--- config.mk ---
export PLATFORM = sky130hd
export DESIGN_NAME = slim_patrol
export DESIGN_NICKNAME = d
export VERILOG_FILES = /design/src/rtl/slim_patrol_pkg.sv /design/src/rtl/slim_patrol_tick_gen.sv /design/src/rtl/slim_patrol.sv
export SDC_FILE = /design/constraint.sdc
export NUM_CORES = 1
export LEC_CHECK = 0
export ABC_AREA = 1
export CAP_MARGIN = 30
export CORE_UTILIZATION = 47
export DETAILED_ROUTE_END_ITERATION = 7
export GPL_ROUTABILITY_DRIVEN = 0
export PLACE_DENSITY = 0.67
export SLEW_MARGIN = 0
export SYNTH_ARGS = -nofsm -noshare
export SYNTH_HDL_FRONTEND = slang
export SYNTH_SLANG_ARGS = --single-unit
--- constraint.sdc ---
create_clock -name clk -period 1.6 [get_ports clk]
set_input_delay 0.32 -clock clk [delete_from_list [all_inputs] [get_ports clk]]
set_output_delay 0.32 -clock clk [all_outputs]
set_load 0.03 [all_outputs]
--- src/rtl/slim_patrol_pkg.sv ---
// Shared slime constants: walk/pause state encoding plus sprite and screen sizes.
// The blue-vs-slime collision detector uses the same constants.
package slim_pkg;

    typedef enum logic [2:0] {
        WALK_R  = 3'd0,
        WALK_L  = 3'd1,
        PAUSE_R = 3'd2,
        PAUSE_L = 3'd3
    } slim_state_e;

    localparam int unsigned SLIM_W   = 62;
    localparam int unsigned SLIM_H   = 36;
    localparam int unsigned SCREEN_W = 640;
    localparam int unsigned SCREEN_H = 480;

    function automatic logic is_walk(input slim_state_e s);
        return (s == WALK_R) || (s == WALK_L);
    endfunction

endpackage

--- src/rtl/slim_patrol_tick_gen.sv ---
// Motion prescaler: raises a one-cycle tick every STEP_DIV clocks.
// While hold is high the count is pinned at zero and no tick is produced.
module tick_gen
    import slim_pkg::*;
#(
    parameter logic [31:0] STEP_DIV = 32'd1_000_000
) (
    input  logic clk,
    input  logic rst,
    input  logic hold,
    output logic tick
);

    logic [31:0] count_q, count_d;

    always_comb begin
        tick    = !hold && (count_q == STEP_DIV - 32'd1);
        count_d = (hold || tick) ? '0 : count_q + 32'd1;
    end

    always_ff @(posedge clk or posedge rst) begin
        if (rst) count_q <= '0;
        else     count_q <= count_d;
    end

endmodule

--- src/rtl/slim_patrol.sv ---
// Slime patrol: walks between X_MIN and X_MAX on prescaled ticks and freezes on `frozen`.
// Define SLIM_TURN_PAUSE_EN to pause PAUSE_TICKS ticks at each bound before reversing.
module slim_patrol
    import slim_pkg::*;
#(
    parameter logic [9:0]  X_MIN       = 10'd0,
    parameter logic [9:0]  X_MAX       = 10'd578,
    parameter logic [9:0]  X_START     = 10'd200,
    parameter logic [8:0]  Y_FLOOR     = 9'd400,
    parameter logic [31:0] STEP_DIV    = 32'd1_000_000,
    parameter logic [9:0]  STEP_PX     = 10'd2,
    parameter logic [3:0]  ANIM_DIV    = 4'd8,
    parameter logic [3:0]  PAUSE_TICKS = 4'd10
) (
    input  logic       clk,
    input  logic       rst,
    input  logic       frozen,
    output logic [9:0] x_slim,
    output logic [8:0] y_slim,
    output logic       dir,
    output logic [1:0] anim,
    output logic       moving
);

    if (!(X_MIN <= X_START && X_START <= X_MAX && STEP_DIV >= 32'd2 &&
          ANIM_DIV != 4'd0 && PAUSE_TICKS != 4'd0)) begin : g_cfg_err
        $error("slim_patrol: invalid parameter set");
    end

    logic tick;

    tick_gen #(.STEP_DIV(STEP_DIV)) u_tick_gen (
        .clk  (clk),
        .rst  (rst),
        .hold (frozen),
        .tick (tick)
    );

    slim_state_e state_q, state_d;
    logic [9:0]  x_q, x_d;
    logic [8:0]  y_q, y_d;
    logic        dir_q, dir_d;
    logic [1:0]  anim_q, anim_d, anim_nx;
    logic [3:0]  anim_cnt_q, anim_cnt_d, anim_cnt_nx;
    logic        moving_q, moving_d;
    logic [10:0] sum_r, lim_l;
`ifdef SLIM_TURN_PAUSE_EN
    logic [3:0]  pause_cnt_q, pause_cnt_d;
`endif

    always_comb begin
        state_d    = state_q;
        x_d        = x_q;
        y_d        = y_q;
        dir_d      = dir_q;
        anim_d     = anim_q;
        anim_cnt_d = anim_cnt_q;
`ifdef SLIM_TURN_PAUSE_EN
        pause_cnt_d = pause_cnt_q;
`endif
        // 11-bit bound arithmetic so neither bound test can wrap
        sum_r = {1'b0, x_q} + {1'b0, STEP_PX};
        lim_l = {1'b0, X_MIN} + {1'b0, STEP_PX};

        if (anim_cnt_q == ANIM_DIV - 4'd1) begin
            anim_cnt_nx = '0;
            anim_nx     = anim_q + 2'd1;
        end else begin
            anim_cnt_nx = anim_cnt_q + 4'd1;
            anim_nx     = anim_q;
        end

        if (!frozen && tick) begin
            unique case (state_q)
                WALK_R: begin
                    if (sum_r >= {1'b0, X_MAX}) begin
                        x_d        = X_MAX;
                        dir_d      = 1'b0;
                        anim_d     = '0;
                        anim_cnt_d = '0;
`ifdef SLIM_TURN_PAUSE_EN
                        state_d    = PAUSE_R;
`else
                        state_d    = WALK_L;
`endif
                    end else begin
                        x_d        = sum_r[9:0];
                        anim_d     = anim_nx;
                        anim_cnt_d = anim_cnt_nx;
                    end
                end
                WALK_L: begin
                    if ({1'b0, x_q} <= lim_l) begin
                        x_d        = X_MIN;
                        dir_d      = 1'b1;
                        anim_d     = '0;
                        anim_cnt_d = '0;
`ifdef SLIM_TURN_PAUSE_EN
                        state_d    = PAUSE_L;
`else
                        state_d    = WALK_R;
`endif
                    end else begin
                        x_d        = x_q - STEP_PX;
                        anim_d     = anim_nx;
                        anim_cnt_d = anim_cnt_nx;
                    end
                end
`ifdef SLIM_TURN_PAUSE_EN
                PAUSE_R, PAUSE_L: begin
                    if (pause_cnt_q == PAUSE_TICKS - 4'd1) begin
                        pause_cnt_d = '0;
                        state_d     = (state_q == PAUSE_R) ? WALK_L : WALK_R;
                    end else begin
                        pause_cnt_d = pause_cnt_q + 4'd1;
                    end
                end
`endif
                default: ;
            endcase
        end

        moving_d = is_walk(state_d) && !frozen;
    end

    always_ff @(posedge clk or posedge rst) begin
        if (rst) begin
            state_q     <= WALK_R;
            x_q         <= X_START;
            y_q         <= Y_FLOOR;
            dir_q       <= 1'b1;
            anim_q      <= '0;
            anim_cnt_q  <= '0;
            moving_q    <= 1'b1;
`ifdef SLIM_TURN_PAUSE_EN
            pause_cnt_q <= '0;
`endif
        end else begin
            state_q     <= state_d;
            x_q         <= x_d;
            y_q         <= y_d;
            dir_q       <= dir_d;
            anim_q      <= anim_d;
            anim_cnt_q  <= anim_cnt_d;
            moving_q    <= moving_d;
`ifdef SLIM_TURN_PAUSE_EN
            pause_cnt_q <= pause_cnt_d;
`endif
        end
    end

    assign x_slim = x_q;
    assign y_slim = y_q;
    assign dir    = dir_q;
    assign anim   = anim_q;
    assign moving = moving_q;

endmodule

==> summary.md <==
| Metric | Value |
|---|---|
| Status | finished with violations |
| Failing checks | negative setup slack |
| Antenna viol nets, final | 0 |
| Critical path's slowest cell | dfrtp_1 |
| DP Wirelength | 7330 µm |
| Mapped cell area | 3430 µm² |
| Maximum clock frequency | between 500 and 600 MHz |
| Power density over the cells | 442 nW/µm² |
| Hold Fails Final Rpt | 0 |
| H-tree levels | 2 |
| Num CTS Buffers | 5 |
| Total Wirelength | 11400 µm |
| Sequential fraction of the synthesis area | 38.1% |
| Die Ht | slightly below 90 µm |
| Final Setup Violations | slightly below 50 |
| Max-slew violation count | 0 |
| Leakage power | 0.00251 µW |
| Worst-path fanout max | 7 |
| Max stage delay on crit path | 410 ps |
| Vias in the first global route | 3535 |
| First-pass GRT wire length | about 16000 µm |
| Syn-to-layout area delta | 54.3% |
| All-Layer GR Usage | 27.6% |
| CTS tree | built |
| Yosys warnings | 0 |
| Port Buf Inserts | 15 |
| Type of the worst min-delay path | in2async |
| Fillers | slightly below 500 |
| RSZ-0062 raised after global routing | yes |
| Crit. End Element | flop |
| Post-synth ARST share | 100% |
| Routed len/inst | 15.8 µm |
| Diode count | 0 |
| CP Launch Type | flop |
| I/O pin total | 26 |
| Die Footprint | ~7600 µm² |
| Core ar. | 6910 µm² |
| Max-cap violations | 0 |
| Largest net degree at the start of global routing | 29 |
| Layout Nets | between 600 and 700 |
| Avg Vias per Cell | about 5.4 |
| Row Count | 30 |
| WP data required | approximately 1800 ps |
| DRC Markers | 0 |
| CTS Sinks | 52 |
| Crit-path cells | nor2_2, nand3_2, nor2_2, nand2_2, nor3_4, nand2_4, clkbuf_16, a21oi_4, a21boi_2 |
| Min setup slack post-route | -265 ps |
| CTS root buf | clkbuf_8 |
| Starting DRC count in detailed routing | 302 |
| Fraction of layout cells with a size suffix above 1 | a little over two fifths |
| Unique masters post-synth | 38 |
| Setup WS pre-CTS | -230 ps |
| Post-synth EDFFs | 0 |
| Non-filler instance count after layout | 722 |
| Initial DRT Pass Iterations | 5 |
| Die X | between 80 and 90 µm |
| CP delay by family, top | simple AND/OR/NAND/NOR gates |
| Clock Path Buffers | 2 |
| Synthesized area per cell | between 7 and 8 µm² |
| Clock transition at the registers of the reported paths | ~110 ps |
| Initial antenna violation count | 0 |
| Top_reg_cell synth | dfrtp_1 |
| Grt ovf | 0 |
| Starting Density | 49.6% |
| Via count | slightly below 4k |
| Fin crit period | roughly 1900 ps |
| Fin util | 76.6% |
| Critical path type | reg2reg |
| Tcrit/Tclk final | 117% |
| Worst skew pair latency | 320 ps |
| CP bufs+invs | 1 |
| Worst path arrival time | around 2100 ps |
| CP dominant cell by count | nor2_2 |
| Syn Inst Count | 484 |
| FF+latch count, synth | 52 |
| Worst vdd ir | 376 µV |
| Cells after DPL | between 600 and 700 |
| Clock skew | ~11 ps |
synthesized netlist by cell type (4+ instances only):
master   instances  area (µm²)
nand4_1         20         125
a21oi_1         14        70.1
dfstp_2          5         131
nand3_1         35         175
xor2_1          17         149
ha_1             5        62.6
dfrtp_1         47        1180
buf_4           10        75.1
o21ai_0         10        50.1
nor3_1          26         130
nor2_2           5        31.3
inv_1           65         244
buf_2            5        25.0
nand2_1         99         372
a21oi_2          4        35.0
nor2_1          78         293
cell families (layout without fill, tap and decap cells):
logic type      Yosys count  count (layout)  share of synthesized area, %
simple gates            277             278                          36.5
buf+inv                  87             220                          11.0
flops                    52              52                          38.1
compound gates           41              41                          7.23
xor+xnor                 20              20                          5.11
fa+ha+maj                 5               5                          1.82
other cells               2              10                         0.219
flip-flops by register name, indices dropped and copies added, names as in the netlist:
register	flops
anim	2
anim_cnt_q	4
dir	1
moving	1
state_q	3
u_tick_gen.count_q	32
x_slim	9
cells in the final DEF (no fill, tap or decap), drive strengths merged:
cell and n:
inv 67, xor2 17, xnor2 3, clkdlybuf4s50 2, conb 10, a31oi 2
nor3 28, nand2 102, nor2 85, dfrtp 47, nor4 3, a21oi 18
dlygate4sd2 7, buf 130, clkbuf 10, nand3b 1, and3 1, dfstp 5
nand4 20, a21boi 5, clkinvlp 2, ha 5, nand3 36, nor3b 2
o21ai 14, a211oi 2, clkinv 2
final timing paths:
kind                                             startpoint                                to  slack, ps  cells past startpoint
setup reg to reg           u_tick_gen.count_q[12]$_DFF_PP0_             x_slim[9]$_DFFE_PP0P_       -270                      9
hold / removal                                          rst  u_tick_gen.count_q[10]$_DFF_PP0_        230                      2
setup / recovery           u_tick_gen.count_q[12]$_DFF_PP0_             x_slim[9]$_DFFE_PP0P_       -270                      9
max in group asynchronous                               rst                  moving$_DFF_PP1_        860                      3
min in group clk                       state_q[1]$_DFF_PP0_              state_q[1]$_DFF_PP0_        390                      0
hold reg to reg                        state_q[1]$_DFF_PP0_              state_q[1]$_DFF_PP0_        390                      0
worst register-to-register path, delay by kind of cell (launching register included):
family	cells	cell delay [ps]
simple gates	6	980
flops	1	410
buf+inv	1	210
compound gates	2	180
final cells by class:
cell class	instances	area (µm²)	area share, %
flip-flops and latches	52	1310	24.8
clock buffers	5	68.8	1.30
inverters	68	263	4.97
multi-input cells	354	2280	43.1
well taps	96	120	2.27
clock inverters	3	23.8	0.449
repair buffers	144	1230	23.2
per-layer routing:
metal,GRT usage [%],vias up,routed length [µm]
met5,0,-,0
met3,3.98,23,758
met4,7.45,0,225
met1,39.4,1873,5000
met2,43.8,173,5440
li1,-,1813,-
through the flow:
step                power (µW)  hold slack, ps  area [µm²]  setup TNS, ps
floorplan                 1460             404        3580          -2720
global placement          1500             366        4570          -5130
detailed placement        1500             370        4570          -6580
CTS                       2300             244        4930          -5540
global route              2400             256        5290         -14290
finish                    2340             230        5290          -9770
report_power, final:
part,internal [µW],switching [µW]
Sequential,1320,6.66
Combinational,71.3,128
Clock,312,496
Total,1710,631
what timing repair did:
item | in CTS | in global routing
pin swaps | 13 | 25
hold buffers | 0 | 0
buffers inserted | 9 | 9
endpoints found under the hold margin | 0 | 0
resized for setup | 70 | 67
gates cloned | 1 | 3
endpoints found under the setup margin | 59 | 51
Power figures use the tool's default switching activity.
